`config.mk`:
```
export PLATFORM = sky130hd
export DESIGN_NAME = pipe_ctrl_flat
export DESIGN_NICKNAME = d
export VERILOG_FILES = /design/src/rtl/cpu_ctrl_pkg.sv /design/src/rtl/pipe_ctrl_if.sv /design/src/rtl/ctrl_decode.sv /design/src/rtl/pipe_ctrl.sv /design/src/flat_wrapper.sv
export SDC_FILE = /design/constraint.sdc
export NUM_CORES = 1
export LEC_CHECK = 0
export CORE_MARGIN = 2
export CORE_UTILIZATION = 30
export DETAILED_ROUTE_END_ITERATION = 16
export SLEW_MARGIN = 20
export SYNTH_ARGS = -nofsm -noshare
export SYNTH_HDL_FRONTEND = slang
export SYNTH_SLANG_ARGS = --single-unit
```
`constraint.sdc`:
```
create_clock -name clk -period 1.8 [get_ports clk]
set_input_delay 0.27 -clock clk [delete_from_list [all_inputs] [get_ports clk]]
set_output_delay 0.27 -clock clk [all_outputs]
set_load 0.01 [all_outputs]
```
`src/rtl/cpu_ctrl_pkg.sv`:
```
// cpu_ctrl_pkg: opcode/func/ALU code constants, control bundle and FSM state shared by the pipeline control slice
package cpu_ctrl_pkg;
  localparam int ALUCTRL_BITS = 4;
  localparam int ALUSRC_BITS = 3;
  localparam logic [5:0] OP_RTYPE = 6'd0, OP_J = 6'd2, OP_JAL = 6'd3, OP_BEQ = 6'd4, OP_BNE = 6'd5;
  localparam logic [5:0] OP_ADDI = 6'd8, OP_ADDIU = 6'd9, OP_ANDI = 6'd12, OP_ORI = 6'd13, OP_XORI = 6'd14;
  localparam logic [5:0] OP_LW = 6'd35, OP_SW = 6'd43, OP_STOP = 6'd63;
  localparam logic [5:0] FN_SLL = 6'd0, FN_SRL = 6'd2, FN_SRA = 6'd3, FN_SLLV = 6'd4, FN_SRLV = 6'd6, FN_SRAV = 6'd7;
  localparam logic [5:0] FN_JR = 6'd8, FN_ADD = 6'd32, FN_ADDU = 6'd33, FN_SUB = 6'd34, FN_SUBU = 6'd35;
  localparam logic [5:0] FN_AND = 6'd36, FN_OR = 6'd37, FN_XOR = 6'd38, FN_NOR = 6'd39, FN_SLT = 6'd42;
  localparam logic [ALUCTRL_BITS-1:0] ALU_ADD = 4'd0, ALU_SUB = 4'd1, ALU_AND = 4'd2, ALU_OR = 4'd3, ALU_XOR = 4'd4;
  localparam logic [ALUCTRL_BITS-1:0] ALU_NOR = 4'd5, ALU_SLT = 4'd6, ALU_SLL = 4'd7, ALU_SRL = 4'd8, ALU_SRA = 4'd9;
  localparam logic [ALUSRC_BITS-1:0] SRC_RT = 3'd0, SRC_SEXT = 3'd1, SRC_ZEXT = 3'd2, SRC_RS = 3'd3, SRC_SHAMT = 3'd4;
  typedef struct packed {
    logic valid;
    logic regwrite_en;
    logic mem2reg_sel;
    logic memwrite_en;
    logic beq;
    logic bne;
    logic jump;
    logic link;
    logic regdst;
    logic [ALUCTRL_BITS-1:0] aluctrl;
    logic [ALUSRC_BITS-1:0] alusrc;
    logic [4:0] dst;
  } ctrl_t;
  typedef enum logic [1:0] {RUN, DRAIN, HALT} state_t;
endpackage

```
`src/rtl/pipe_ctrl_if.sv`:
```
// pipe_ctrl_if: ID-side instruction fields, pipeline controls and per-stage control bundles
interface pipe_ctrl_if #(parameter int NSTAGE = 3);
  import cpu_ctrl_pkg::*;
  logic id_valid;
  logic [5:0] opcode, func;
  logic [4:0] rs_id, rt_id, rd_id;
  logic stall_ext, flush, hazard_stall, halted;
  ctrl_t [NSTAGE-1:0] ctrl_q;
  modport master(output id_valid, opcode, func, rs_id, rt_id, rd_id, stall_ext, flush, input ctrl_q, hazard_stall, halted);
  modport slave(input id_valid, opcode, func, rs_id, rt_id, rd_id, stall_ext, flush, output ctrl_q, hazard_stall, halted);
endinterface

```
`src/rtl/ctrl_decode.sv`:
```
// ctrl_decode: combinational opcode/func decode into a control bundle; unknown encodings become bubbles
module ctrl_decode
  import cpu_ctrl_pkg::*;
#(
  parameter int ALUCTRL_W = ALUCTRL_BITS,
  parameter int ALUSRC_W = ALUSRC_BITS
) (
  input  logic       id_valid,
  input  logic [5:0] opcode,
  input  logic [5:0] func,
  input  logic [4:0] rt,
  input  logic [4:0] rd,
  output ctrl_t      dec,
  output logic       is_stop,
  output logic       reads_rt
);
  logic [ALUCTRL_W-1:0] alu;
  logic [ALUSRC_W-1:0] src;
  ctrl_t d;
  always_comb begin
    d = '0;
    alu = '0;
    src = '0;
    reads_rt = 1'b0;
    case (opcode)
      OP_RTYPE: begin
        reads_rt = 1'b1;
        d.valid = 1'b1;
        d.regwrite_en = 1'b1;
        d.regdst = 1'b1;
        case (func)
          FN_ADD, FN_ADDU: alu = ALUCTRL_W'(ALU_ADD);
          FN_SUB, FN_SUBU: alu = ALUCTRL_W'(ALU_SUB);
          FN_AND: alu = ALUCTRL_W'(ALU_AND);
          FN_OR: alu = ALUCTRL_W'(ALU_OR);
          FN_XOR: alu = ALUCTRL_W'(ALU_XOR);
          FN_NOR: alu = ALUCTRL_W'(ALU_NOR);
          FN_SLT: alu = ALUCTRL_W'(ALU_SLT);
          FN_SLL: begin alu = ALUCTRL_W'(ALU_SLL); src = ALUSRC_W'(SRC_SHAMT); end
          FN_SRL: begin alu = ALUCTRL_W'(ALU_SRL); src = ALUSRC_W'(SRC_SHAMT); end
          FN_SRA: begin alu = ALUCTRL_W'(ALU_SRA); src = ALUSRC_W'(SRC_SHAMT); end
          FN_SLLV: begin alu = ALUCTRL_W'(ALU_SLL); src = ALUSRC_W'(SRC_RS); end
          FN_SRLV: begin alu = ALUCTRL_W'(ALU_SRL); src = ALUSRC_W'(SRC_RS); end
          FN_SRAV: begin alu = ALUCTRL_W'(ALU_SRA); src = ALUSRC_W'(SRC_RS); end
          FN_JR: begin d.regwrite_en = 1'b0; d.regdst = 1'b0; d.jump = 1'b1; end
          default: d = '0;
        endcase
      end
      OP_J: begin d.valid = 1'b1; d.jump = 1'b1; end
      OP_JAL: begin d.valid = 1'b1; d.jump = 1'b1; d.link = 1'b1; d.regwrite_en = 1'b1; end
      OP_BEQ: begin reads_rt = 1'b1; d.valid = 1'b1; d.beq = 1'b1; alu = ALUCTRL_W'(ALU_SUB); end
      OP_BNE: begin reads_rt = 1'b1; d.valid = 1'b1; d.bne = 1'b1; alu = ALUCTRL_W'(ALU_SUB); end
      OP_ADDI, OP_ADDIU: begin d.valid = 1'b1; d.regwrite_en = 1'b1; src = ALUSRC_W'(SRC_SEXT); end
      OP_ANDI: begin d.valid = 1'b1; d.regwrite_en = 1'b1; src = ALUSRC_W'(SRC_ZEXT); alu = ALUCTRL_W'(ALU_AND); end
      OP_ORI: begin d.valid = 1'b1; d.regwrite_en = 1'b1; src = ALUSRC_W'(SRC_ZEXT); alu = ALUCTRL_W'(ALU_OR); end
      OP_XORI: begin d.valid = 1'b1; d.regwrite_en = 1'b1; src = ALUSRC_W'(SRC_ZEXT); alu = ALUCTRL_W'(ALU_XOR); end
      OP_LW: begin d.valid = 1'b1; d.regwrite_en = 1'b1; d.mem2reg_sel = 1'b1; src = ALUSRC_W'(SRC_SEXT); end
      OP_SW: begin reads_rt = 1'b1; d.valid = 1'b1; d.memwrite_en = 1'b1; src = ALUSRC_W'(SRC_SEXT); end
      OP_STOP: d.valid = 1'b1;
      default: d = '0;
    endcase
    d.aluctrl = d.valid ? ALUCTRL_BITS'(alu) : '0;
    d.alusrc = d.valid ? ALUSRC_BITS'(src) : '0;
    d.dst = !d.regwrite_en ? 5'd0 : d.link ? 5'd31 : d.regdst ? rd : rt;
    dec = id_valid ? d : '0;
    is_stop = id_valid && opcode == OP_STOP;
  end
endmodule

```
`src/rtl/pipe_ctrl.sv`:
```
// pipe_ctrl: control-bundle stage registers, load-use hazard detection and STOP drain/halt FSM
module pipe_ctrl
  import cpu_ctrl_pkg::*;
#(
  parameter int NSTAGE = 3,
  parameter int ALUCTRL_W = ALUCTRL_BITS,
  parameter int ALUSRC_W = ALUSRC_BITS
) (
  input logic       clk,
  input logic       rst_n,
  pipe_ctrl_if.slave p
);
  ctrl_t dec;
  ctrl_t [NSTAGE-1:0] stg;
  logic is_stop, reads_rt, haz, adv;
  state_t state;
  logic [2:0] cnt;
  ctrl_decode #(.ALUCTRL_W(ALUCTRL_W), .ALUSRC_W(ALUSRC_W)) u_dec (
    .id_valid(p.id_valid),
    .opcode(p.opcode),
    .func(p.func),
    .rt(p.rt_id),
    .rd(p.rd_id),
    .dec(dec),
    .is_stop(is_stop),
    .reads_rt(reads_rt)
  );
  always_comb begin
    haz = state == RUN && dec.valid && stg[0].valid && stg[0].mem2reg_sel && stg[0].dst != 5'd0 &&
          (stg[0].dst == p.rs_id || (reads_rt && stg[0].dst == p.rt_id));
    adv = !p.stall_ext && state != HALT;
  end
  always_ff @(posedge clk) begin
    if (!rst_n) begin
      stg <= '0;
      state <= RUN;
      cnt <= '0;
    end else if (adv) begin
      for (int i = NSTAGE - 1; i > 0; i--) stg[i] <= stg[i-1];
      stg[0] <= (state != RUN || p.flush || haz) ? '0 : dec;
      if (state == DRAIN) begin
        cnt <= cnt == 3'(NSTAGE - 1) ? 3'd0 : cnt + 3'd1;
        if (cnt == 3'(NSTAGE - 1)) state <= HALT;
      end else if (is_stop && !p.flush && !haz) state <= DRAIN;
    end
  end
  assign p.ctrl_q = stg;
  assign p.hazard_stall = haz;
  assign p.halted = state == HALT;
endmodule

```
`src/flat_wrapper.sv`:
```
// flat-port wrapper written by rule: the top's interface ports become plain ports
module pipe_ctrl_flat import cpu_ctrl_pkg::*;
#(
  parameter int NSTAGE = 3,
  parameter int ALUCTRL_W = ALUCTRL_BITS,
  parameter int ALUSRC_W = ALUSRC_BITS
)
  (clk, rst_n, p_id_valid, p_opcode, p_func, p_rs_id, p_rt_id, p_rd_id, p_stall_ext, p_flush, p_ctrl_q, p_hazard_stall, p_halted);
  pipe_ctrl_if #(.NSTAGE(NSTAGE)) p_i ();
  input logic clk;
  input logic rst_n;
  input wire logic [$bits(p_i.id_valid)-1:0] p_id_valid;
  input wire logic [$bits(p_i.opcode)-1:0] p_opcode;
  input wire logic [$bits(p_i.func)-1:0] p_func;
  input wire logic [$bits(p_i.rs_id)-1:0] p_rs_id;
  input wire logic [$bits(p_i.rt_id)-1:0] p_rt_id;
  input wire logic [$bits(p_i.rd_id)-1:0] p_rd_id;
  input wire logic [$bits(p_i.stall_ext)-1:0] p_stall_ext;
  input wire logic [$bits(p_i.flush)-1:0] p_flush;
  output wire logic [$bits(p_i.ctrl_q)-1:0] p_ctrl_q;
  output wire logic [$bits(p_i.hazard_stall)-1:0] p_hazard_stall;
  output wire logic [$bits(p_i.halted)-1:0] p_halted;
  assign p_i.id_valid = p_id_valid;
  assign p_i.opcode = p_opcode;
  assign p_i.func = p_func;
  assign p_i.rs_id = p_rs_id;
  assign p_i.rt_id = p_rt_id;
  assign p_i.rd_id = p_rd_id;
  assign p_i.stall_ext = p_stall_ext;
  assign p_i.flush = p_flush;
  assign p_ctrl_q = p_i.ctrl_q;
  assign p_hazard_stall = p_i.hazard_stall;
  assign p_halted = p_i.halted;
  pipe_ctrl #(.NSTAGE(NSTAGE), .ALUCTRL_W(ALUCTRL_W), .ALUSRC_W(ALUSRC_W)) u_core (.clk(clk), .rst_n(rst_n), .p(p_i));
endmodule
```
==> flow_metrics.py, run 1 <==
metrics = {
    "yosys": {
        "syn-instance-count": 390,
        "async_flop_share_pct": 0,
        "synth_area_um2": 3090,
        "synthFlopType": "dfxtp_1",
        "synth_nets": 422,
        "syn_area_per_cell_um2": 7.93,
        "yosys_warnings": 0,
        "netlist.area_leader.share_pct": 44.0,
        "synth_area_leaders": "dfxtp_1 (44%), nand2_1 (14%), a21oi_1 (7.3%), nor2_1 (2.4%), clkbuf_1 (2.3%)",
        "ys_types": 49,
        "synth-seq-cells": 68,
        "synth_edf_count": 0,
        "yosysTopAreaCell": "dfxtp_1",
        "synth_seq_area_share_pct": 44.0,
    },
    "grt": {
        "antenna_found_initial": 0,
        "grt_use_met1_pct": 22.2,
        "grt_pass1_wl_mm": 14.9,
        "grt_max_degree": 46,
        "use_met3_pct": 2.60,
        "grtUsageMet2_pct": 26.4,
        "grt_pass1_vias": 3002,
        "grtUsageTotal_pct": 16.4,
        "grt-ovfl-total": 0,
        "busiest_layer": "met2",
    },
    "detailed_routing": {
        "vias": 3223,
        "drt_iter0_drc": 158,
        "drc": 0,
        "avgViaCountPerCell": 4.80,
        "drtPass1Iterations": 5,
        "detail_route.wl_per_cell_um": 13.6,
        "ant_nets": 0,
        "wl_mm": 9.13,
    },
    "final_layout": {
        "n_antenna_cell": 0,
        "finish.utilization_pct": 48.8,
        "layout-drive-gt1-share_pct": 22.4,
        "areaGrowthSynthToFinish_pct": 60.6,
        "layout.nets": 563,
    },
    "clocking": {
        "cts_buffer_depth": 2,
        "cts_buffers": 9,
        "holdBufCountCts": 0,
        "htreeDepth": 3,
        "clockRootBuffer": "clkbuf_8",
        "cts_tree": "yes",
        "cts_sinks": 68,
        "clk_pin_slew_ns": 0.08,
        "insertion_delay_ns": 0.34,
    },
    "timing": {
        "finClkSkew_ns": 0.0112,
        "rsz0062_at_grt": "yes",
        "slew_viol_final": 0,
        "hold_violations": 0,
        "period_minus_slack_ns": 2.01,
        "maxSlewHeadroom_pct": 69.2,
        "fin_crit_sh_pct": 111,
        "fmax_mhz": 498,
        "worst_slack_ns": -0.207,
        "timing_worst_slew_pin_value_ns": 0.455,
        "setup_violations": 2,
    },
    "job": {
        "maxCapViolations": 0,
    },
    "worst_hold_path": {
        "hold_class": "reg2reg",
        "hold-path-cell-count": 2,
    },
    "power": {
        "power_density_nw_per_um2": 684,
        "p_leak_nw": 1.83,
        "ir_drop_mv": 0.416,
    },
    "die": {
        "rows": 37,
        "core_area_um2": 10200,
        "die-area_um2": 11100,
        "initial_core_util_pct": 30.4,
        "die_y_um": 106,
        "die_w_um": 106,
        "io-pin-count": 97,
    },
    "worst_setup_path": {
        "required_ns": 1.53,
        "cp-end-kind": "output pin",
        "reg2reg_depth": 8,
        "start_kind": "flip-flop",
        "cp_max_fo": 4,
        "crit_arrival_ns": 1.74,
        "worst-setup-path-type": "reg2out",
    },
    "placement": {
        "place_congestion": 0.791,
        "io_buffers": 96,
        "dp_slack_ns": -0.729,
        "hpwl_mm": 6.70,
    },
    "run_status": {
        "violations": "negative setup slack",
        "outcome": "finished, violations left",
    },
}
Yosys cell counts (4+ instances only):
cell type  instances
a21oi_1           45
a22o_1             5
a31oi_1            4
buf_2              4
buf_6              4
clkbuf_1          19
dfxtp_1           68
inv_1              5
mux2_2             5
nand2_1          114
nand3_1            7
nor2_1            20
nor3_1            11
o21ai_0            7
o21ai_2            6
xnor2_1            8
xor2_1             4
per-layer routing:
layer / up-vias / wire length, µm
li1: 1634 / -
met2: 88 / 4250
met1: 1491 / 4360
met4: 0 / 132
met5: - / 0
met3: 10 / 396
worst paths after layout:
check	start	endpoint	slack (ns)
hold / removal	u_core.p.ctrl_q[52]$_SDFFE_PN0P_	u_core.p.ctrl_q[52]$_SDFFE_PN0P_	0.45
setup reg to reg	u_core.p.ctrl_q[4]$_SDFFE_PN0P_	u_core.state[1]$_SDFFE_PN0P_	0.02
setup / recovery	u_core.p.ctrl_q[4]$_SDFFE_PN0P_	p_hazard_stall	-0.21
hold reg to reg	u_core.p.ctrl_q[52]$_SDFFE_PN0P_	u_core.p.ctrl_q[52]$_SDFFE_PN0P_	0.45
logic make-up after synthesis:
kind of cell	Yosys count	synth area share (%)
DFF	68	44.0
AOI/OAI and AO/OA	94	19.9
and+or+nand+nor	178	25.7
xor gates and xnor gates	12	3.40
muxes	5	1.82
buffers and inverters	33	5.14
power by group:
| part | switching [mW] | internal (mW) |
|---|---|---|
| Clock | 0.592 | 0.958 |
| Combinational | 0.176 | 0.166 |
| Sequential | 0.00234 | 1.50 |
cell type report:
type	instances	area, µm²
sequential	68	1380
tap	136	170
timing repair buffer	157	1460
multi-input combinational	289	1690
clock buffer	10	138
fill	1009	5220
inverter	6	22.5
clock inverter	6	111
cells in the final DEF, fill, tap and decap left out, drive strengths merged, types with 4 or more instances in the layout:
| cell type | n |
|---|---|
| nand2 | 114 |
| clkdlybuf4s50 | 81 |
| dfxtp | 68 |
| buf | 62 |
| a21oi | 45 |
| nor2 | 20 |
| o21ai | 15 |
| nor3 | 12 |
| dlygate4sd2 | 11 |
| clkbuf | 10 |
| xnor2 | 8 |
| nand3 | 8 |
| inv | 6 |
| o31ai | 6 |
| mux2 | 5 |
| a22o | 5 |
| xor2 | 4 |
| a31oi | 4 |
| nand4 | 4 |
worst max-delay path: stages, from the launching register on:
cell and delay, ns:
dfxtp_4 0.37, xnor2_2 0.15, nand3_1 0.11, nor3_2 0.19
buf_4 0.14, o21bai_4 0.08, nor3b_4 0.19, buf_2 0.17
sequential cells by signal, summed over array words and instances, names as in the netlist:
| signal | flops |
|---|---|
| u_core.p.ctrl_q | 63 |
| u_core.state | 2 |
| u_core.cnt | 3 |
per-stage QoR:
stage                     total power [mW]  hold slack (ns)  setup TNS, ns  instances  instance area, µm²
after floorplan                       1.69            0.406              0        390                3090
after global placement                1.87            0.443          -9.39        654                4590
after detailed placement              1.87            0.448         -10.15        654                4590
after CTS                             3.41            0.459         -0.373        672                4880
after global routing                  3.53            0.481         -0.692        672                4970
final                                 3.40            0.453         -0.246        672                4970
timing repair:
| item | 4_1_cts | 5_1_grt |
|---|---|---|
| cloned | 0 | 0 |
| resized for setup | 28 | 17 |
| setup endpoints to repair | 21 | 21 |
| pin swaps | 12 | 8 |
| endpoints found under the hold margin | 0 | 0 |
| setup buffers | 2 | 0 |
(Power assumes the default switching activity.)
==> run 2: changes to the inputs <==
- CORE_ASPECT_RATIO: unset -> 1.5
- CTS_CLUSTER_SIZE: unset -> 14
==> flow_metrics.py, run 2 (synthesized netlist as in run 1, its figures left out) <==
metrics = {
    "final_layout": {
        "layout-drive-gt1-share_pct": 22.1,
        "final_common_cell": "nand2_1",
        "areaGrowthSynthToFinish_pct": 62.7,
        "fin_cells": 656,
        "n_antenna_cell": 0,
        "final_cell_mix": "nand2_1 (113), clkdlybuf4s50_1 (82), dfxtp_1 (64), buf_4 (56), a21oi_1 (45)",
        "largest_reg_flops": 63,
        "finish.utilization_pct": 49.9,
        "layout.nets": 566,
    },
    "die": {
        "die_w_um": 86.9,
        "io-pin-count": 97,
        "initial_core_util_pct": 30.7,
        "core_area_um2": 10100,
        "die_y_um": 128,
        "die-area_um2": 11200,
        "rows": 45,
    },
    "timing": {
        "fmax_mhz": 486,
        "setup_violations": 9,
        "timing_worst_slew_pin_value_ns": 0.338,
        "slew_viol_final": 0,
        "worst_slack_ns": -0.256,
        "maxSlewHeadroom_pct": 77.3,
        "finClkSkew_ns": 0.00250,
        "fin_crit_sh_pct": 114,
        "rsz0062_at_grt": "yes",
        "period_minus_slack_ns": 2.06,
        "hold_violations": 0,
    },
    "power": {
        "p_int_mw": 2.91,
        "ir_drop_mv": 0.372,
        "swShare_pct": 20.9,
        "power_density_nw_per_um2": 732,
        "power_frac_seq_pct": 40.9,
        "p_clk_share_pct": 49.9,
        "p_leak_nw": 1.87,
        "p_switching_mw": 0.770,
        "combPwrFrac_pct": 9.2,
    },
    "clocking": {
        "cts_buffer_depth": 2,
        "cts_tree": "yes",
        "holdBufCountCts": 0,
        "clockRootBuffer": "clkbuf_16",
        "cts_sinks": 68,
        "cts_buffers": 9,
        "insertion_delay_ns": 0.32,
        "htreeDepth": 3,
        "clk_pin_slew_ns": 0.05,
    },
    "worst_setup_path": {
        "cp_max_fo": 4,
        "crit_arrival_ns": 1.79,
        "cp-end-kind": "output pin",
        "required_ns": 1.53,
        "start_kind": "flip-flop",
        "reg2reg_slack_ns": -0.07,
        "slowest_stage": "dfxtp_4",
        "max_stage_delay_ns": 0.36,
        "r2r_start": "u_core.p.ctrl_q[3]$_SDFFE_PN0P_",
        "r2r-end": "u_core.state[1]$_SDFFE_PN0P_",
        "path_cells": "xnor2_2 -> nand4_1 -> nor4_2 -> o21bai_2 -> nor3b_4 -> buf_2",
        "reg2reg_depth": 8,
        "worst-setup-path-type": "reg2out",
    },
    "detailed_routing": {
        "wl_mm": 9.35,
        "drt_iter0_drc": 149,
        "detail_route.wl_per_cell_um": 14.3,
        "avgViaCountPerCell": 4.90,
        "drc": 0,
        "ant_nets": 0,
        "drtPass1Iterations": 4,
        "vias": 3215,
    },
    "worst_hold_path": {
        "min_to": "u_core.p.ctrl_q[46]$_SDFFE_PN0P_",
        "hold_class": "reg2reg",
        "hold_path.startpoint": "u_core.p.ctrl_q[46]$_SDFFE_PN0P_",
        "hold-path-cell-count": 2,
    },
    "grt": {
        "grt_pass1_wl_mm": 15.0,
        "grtUsageTotal_pct": 17.1,
        "antenna_found_initial": 0,
        "grt_max_degree": 46,
        "grt_pass1_vias": 3048,
        "grt-ovfl-total": 0,
    },
    "run_status": {
        "violations": "negative setup slack",
        "outcome": "finished, violations left",
    },
    "job": {
        "maxCapViolations": 0,
    },
    "placement": {
        "place_congestion": 0.890,
        "io_buffers": 96,
        "hpwl_mm": 7.21,
        "dp_cells": 638,
    },
}
## run 2: cell count changes in the layout (fill, tap and decap cells not counted), moves of 2 or more
cell and change:
xnor2_2 -3, xnor2_1 +3, clkbuf_16 +9, clkinv_2 +2
clkbuf_8 -9
## run 2: per-layer routing
| metal | up-vias | GRT usage (%) | part of all wire, % |
|---|---|---|---|
| li1 | 1639 | - | - |
| met1 | 1493 | 19.2 | 39 |
| met2 | 73 | 31.4 | 56 |
| met5 | - | 0 | 0 |
| met3 | 10 | 3.40 | 3.3 |
| met4 | 0 | 6.53 | 1.5 |
## run 2: power by group through the flow
stage	clock network, mW	registers, mW	logic [mW]
6_report	1.84	1.51	0.337
4_1_cts	1.89	1.51	0.338
3_3_place_gp	0	1.54	0.332
2_1_floorplan	0	1.54	0.149
3_5_place_dp	0	1.54	0.337
5_1_grt	1.96	1.51	0.366
## run 2: area by class of cell
class                           count  area (µm²)
Multi-Input combinational cell    289        1650
Clock inverter                      5        75.1
Inverter                            6        22.5
Tap cell                          117         146
Fill cell                         969        5050
Sequential cell                    68        1370
Timing Repair Buffer              160        1520
Clock buffer                       11         243
## run 2: worst max-delay path by stage
stage                                         start             end  slack (ns)  cells past startpoint
floorplan           u_core.p.ctrl_q[4]$_SDFFE_PN0P_  p_hazard_stall       0.002                      6
global placement                        p_opcode[4]  p_hazard_stall       -0.74                      7
detailed placement                      p_opcode[2]  p_hazard_stall       -0.82                      7
CTS                 u_core.p.ctrl_q[4]$_SDFFE_PN0P_  p_hazard_stall       -0.35                      6
global route        u_core.p.ctrl_q[4]$_SDFFE_PN0P_  p_hazard_stall       -0.34                      6
finish              u_core.p.ctrl_q[3]$_SDFFE_PN0P_  p_hazard_stall       -0.26                      6
## run 2: stage by stage
stage                     setup TNS, ns  hold WS, ns  worst slack, ns  total power, mW  cell area, µm²
after detailed placement         -11.35        0.448           -0.818             1.88            4600
after global placement            -9.93        0.441           -0.741             1.87            4600
after global routing              -1.60        0.479           -0.340             3.83            5030
after CTS                         -2.38        0.455           -0.349             3.73            5010
after floorplan                       0        0.406          0.00234             1.69            3090
final                            -0.433        0.450           -0.256             3.68            5030
## run 2: what timing repair did
item / 4_1_cts / 5_1_grt
pin swaps: 13 / 6
setup endpoints to repair: 21 / 24
buffers inserted: 2 / 0
gates cloned: 1 / 0
gates resized for setup: 35 / 7
## run 2: worst max-delay path, delay by kind of cell (launching register included)
| family | cells | cell delay (ns) |
|---|---|---|
| flops | 1 | 0.36 |
| simple gates | 3 | 0.67 |
| xor+xnor | 1 | 0.13 |
| buf+inv | 1 | 0.17 |
| compound gates | 1 | 0.13 |
==> run 3: changes to the inputs <==
- CORE_MARGIN: 2 -> 3
- clock period: 1.8 -> 2 ns (I/O delays scaled with it)
==> flow_metrics.py, run 3 (synthesized netlist as in run 1, its figures left out) <==
metrics = {
    "placement": {
        "io_buffers": 96,
        "placed_cell_area_um2": 4480,
        "hpwl_mm": 7.22,
        "place_congestion": 0.839,
    },
    "worst_setup_path": {
        "required_ns": 1.70,
        "cp_max_fo": 4,
        "path_cells": "xnor2_2 -> nand4_1 -> nor4_2 -> o21bai_2 -> nor3b_4 -> buf_2",
        "crit_arrival_ns": 1.80,
        "path_buf_inv": 1,
        "max_stage_delay_ns": 0.36,
        "cp-end-kind": "output pin",
        "worst-setup-path-type": "reg2out",
        "slowest_stage": "dfxtp_4",
        "path_delay_family": "simple AND/OR/NAND/NOR gates",
        "start_kind": "flip-flop",
    },
    "grt": {
        "grt-ovfl-total": 0,
        "grt_pass1_wl_mm": 15.0,
        "grt_pass1_vias": 3001,
        "busiest_layer": "met2",
        "antenna_found_initial": 0,
        "grt_use_met1_pct": 18.9,
        "grtUsageTotal_pct": 16.6,
        "use_met3_pct": 2.91,
        "grtUsageMet2_pct": 30.8,
        "grt_max_degree": 46,
    },
    "detailed_routing": {
        "drtPass1Iterations": 4,
        "wl_mm": 9.46,
        "drc": 0,
        "ant_nets": 0,
        "drt_iter0_drc": 109,
        "detail_route.wl_per_cell_um": 14.6,
        "vias": 3192,
        "avgViaCountPerCell": 4.94,
    },
    "timing": {
        "timing_worst_slew_pin_value_ns": 0.786,
        "maxSlewHeadroom_pct": 47.6,
        "setup_violations": 1,
        "hold_violations": 0,
        "finClkSkew_ns": 0.00335,
        "fin_crit_sh_pct": 105,
        "period_minus_slack_ns": 2.10,
        "worst_slack_ns": -0.0991,
        "rsz0062_at_grt": "yes",
        "slew_viol_final": 0,
        "fmax_mhz": 476,
    },
    "power": {
        "power_frac_seq_pct": 40.1,
        "power_mw": 3.38,
        "p_switching_mw": 0.703,
        "p_clk_share_pct": 51.4,
        "combPwrFrac_pct": 8.5,
        "swShare_pct": 20.8,
        "power_density_nw_per_um2": 689,
        "p_leak_nw": 1.80,
        "p_int_mw": 2.68,
        "ir_drop_mv": 0.448,
    },
    "final_layout": {
        "layout.nets": 558,
        "n_antenna_cell": 0,
        "design_area_um2": 4910,
        "largest_reg_flops": 63,
        "final_cell_mix": "nand2_1 (114), clkdlybuf4s50_1 (85), dfxtp_1 (64), buf_4 (53), a21oi_1 (45)",
        "final_common_cell": "nand2_1",
        "layout-drive-gt1-share_pct": 20.5,
        "areaGrowthSynthToFinish_pct": 58.7,
    },
    "clocking": {
        "insertion_delay_ns": 0.32,
        "cts_sinks": 68,
        "cts_buffers": 9,
        "holdBufCountCts": 0,
        "htreeDepth": 3,
        "clk_pin_slew_ns": 0.05,
        "cts_tree": "yes",
        "cts_buffer_depth": 2,
        "clockRootBuffer": "clkbuf_16",
    },
    "die": {
        "initial_core_util_pct": 31.4,
        "die_w_um": 88.9,
        "rows": 44,
        "io-pin-count": 97,
        "die-area_um2": 11600,
        "core_area_um2": 9850,
        "die_y_um": 130,
    },
    "run_status": {
        "outcome": "finished, violations left",
        "violations": "negative setup slack",
    },
    "job": {
        "maxCapViolations": 0,
    },
    "worst_hold_path": {
        "hold_class": "reg2reg",
    },
}
run 3: cell count changes in the layout (fill, tap and decap cells not counted), moves of 2 or more:
cell             delta
nor3_1              +2
dlygate4sd2_1       -2
buf_12              -3
clkbuf_8            +2
clkdlybuf4s50_1     +3
buf_4               -3
nor3_2              -2
run 3: final cells by class:
class / count / area, µm²
clock buffer: 12 / 267
timing repair buffer: 152 / 1400
clock inverter: 4 / 70.1
tap: 115 / 144
sequential: 68 / 1370
multi-input combinational: 289 / 1630
inverter: 6 / 22.5
fill: 951 / 4950
run 3: what timing repair did:
item	CTS	global route
pin swaps	8	7
gates resized for setup	27	5
buffers inserted	0	4
setup endpoints to repair	11	10
run 3: worst paths after layout:
| kind | endpoint | from | cells after the start | slack [ns] |
|---|---|---|---|---|
| hold / removal | u_core.p.ctrl_q[55]$_SDFFE_PN0P_ | u_core.p.ctrl_q[55]$_SDFFE_PN0P_ | 2 | 0.45 |
| setup / recovery | p_hazard_stall | u_core.p.ctrl_q[4]$_SDFFE_PN0P_ | 6 | -0.1 |
| setup reg to reg | u_core.state[1]$_SDFFE_PN0P_ | u_core.p.ctrl_q[4]$_SDFFE_PN0P_ | 7 | 0.13 |
| hold reg to reg | u_core.p.ctrl_q[55]$_SDFFE_PN0P_ | u_core.p.ctrl_q[55]$_SDFFE_PN0P_ | 2 | 0.45 |
run 3: power by group through the flow:
stage	Clock [mW]	Sequential (mW)	Combinational [mW]
after global routing	1.83	1.35	0.316
final	1.74	1.36	0.289
after floorplan	0	1.39	0.134
after detailed placement	0	1.39	0.288
after global placement	0	1.39	0.283
after CTS	1.77	1.36	0.288
run 3: metrics by stage:
step | hold slack (ns) | setup TNS, ns | instances | setup slack, ns | utilization [%]
final | 0.451 | -0.0991 | 646 | -0.0991 | 49.8
after global routing | 0.474 | -0.161 | 646 | -0.161 | 49.8
after CTS | 0.455 | -0.212 | 642 | -0.212 | 49.3
after detailed placement | 0.447 | -7.84 | 626 | -0.689 | 45.5
after global placement | 0.442 | -5.82 | 626 | -0.618 | 45.5
after floorplan | 0.436 | 0 | 390 | 0.169 | -
run 3: worst min-delay path: stages (launching register included):
cell,delay (ns)
dfxtp_1,0.30
nand2_1,0.05
a21oi_1,0.05
run 3: per-layer routing:
layer,part of all wire (%),wire (µm)
met1,40,3800
met2,56,5250
met3,3.0,282
met4,1.4,130
met5,0,0
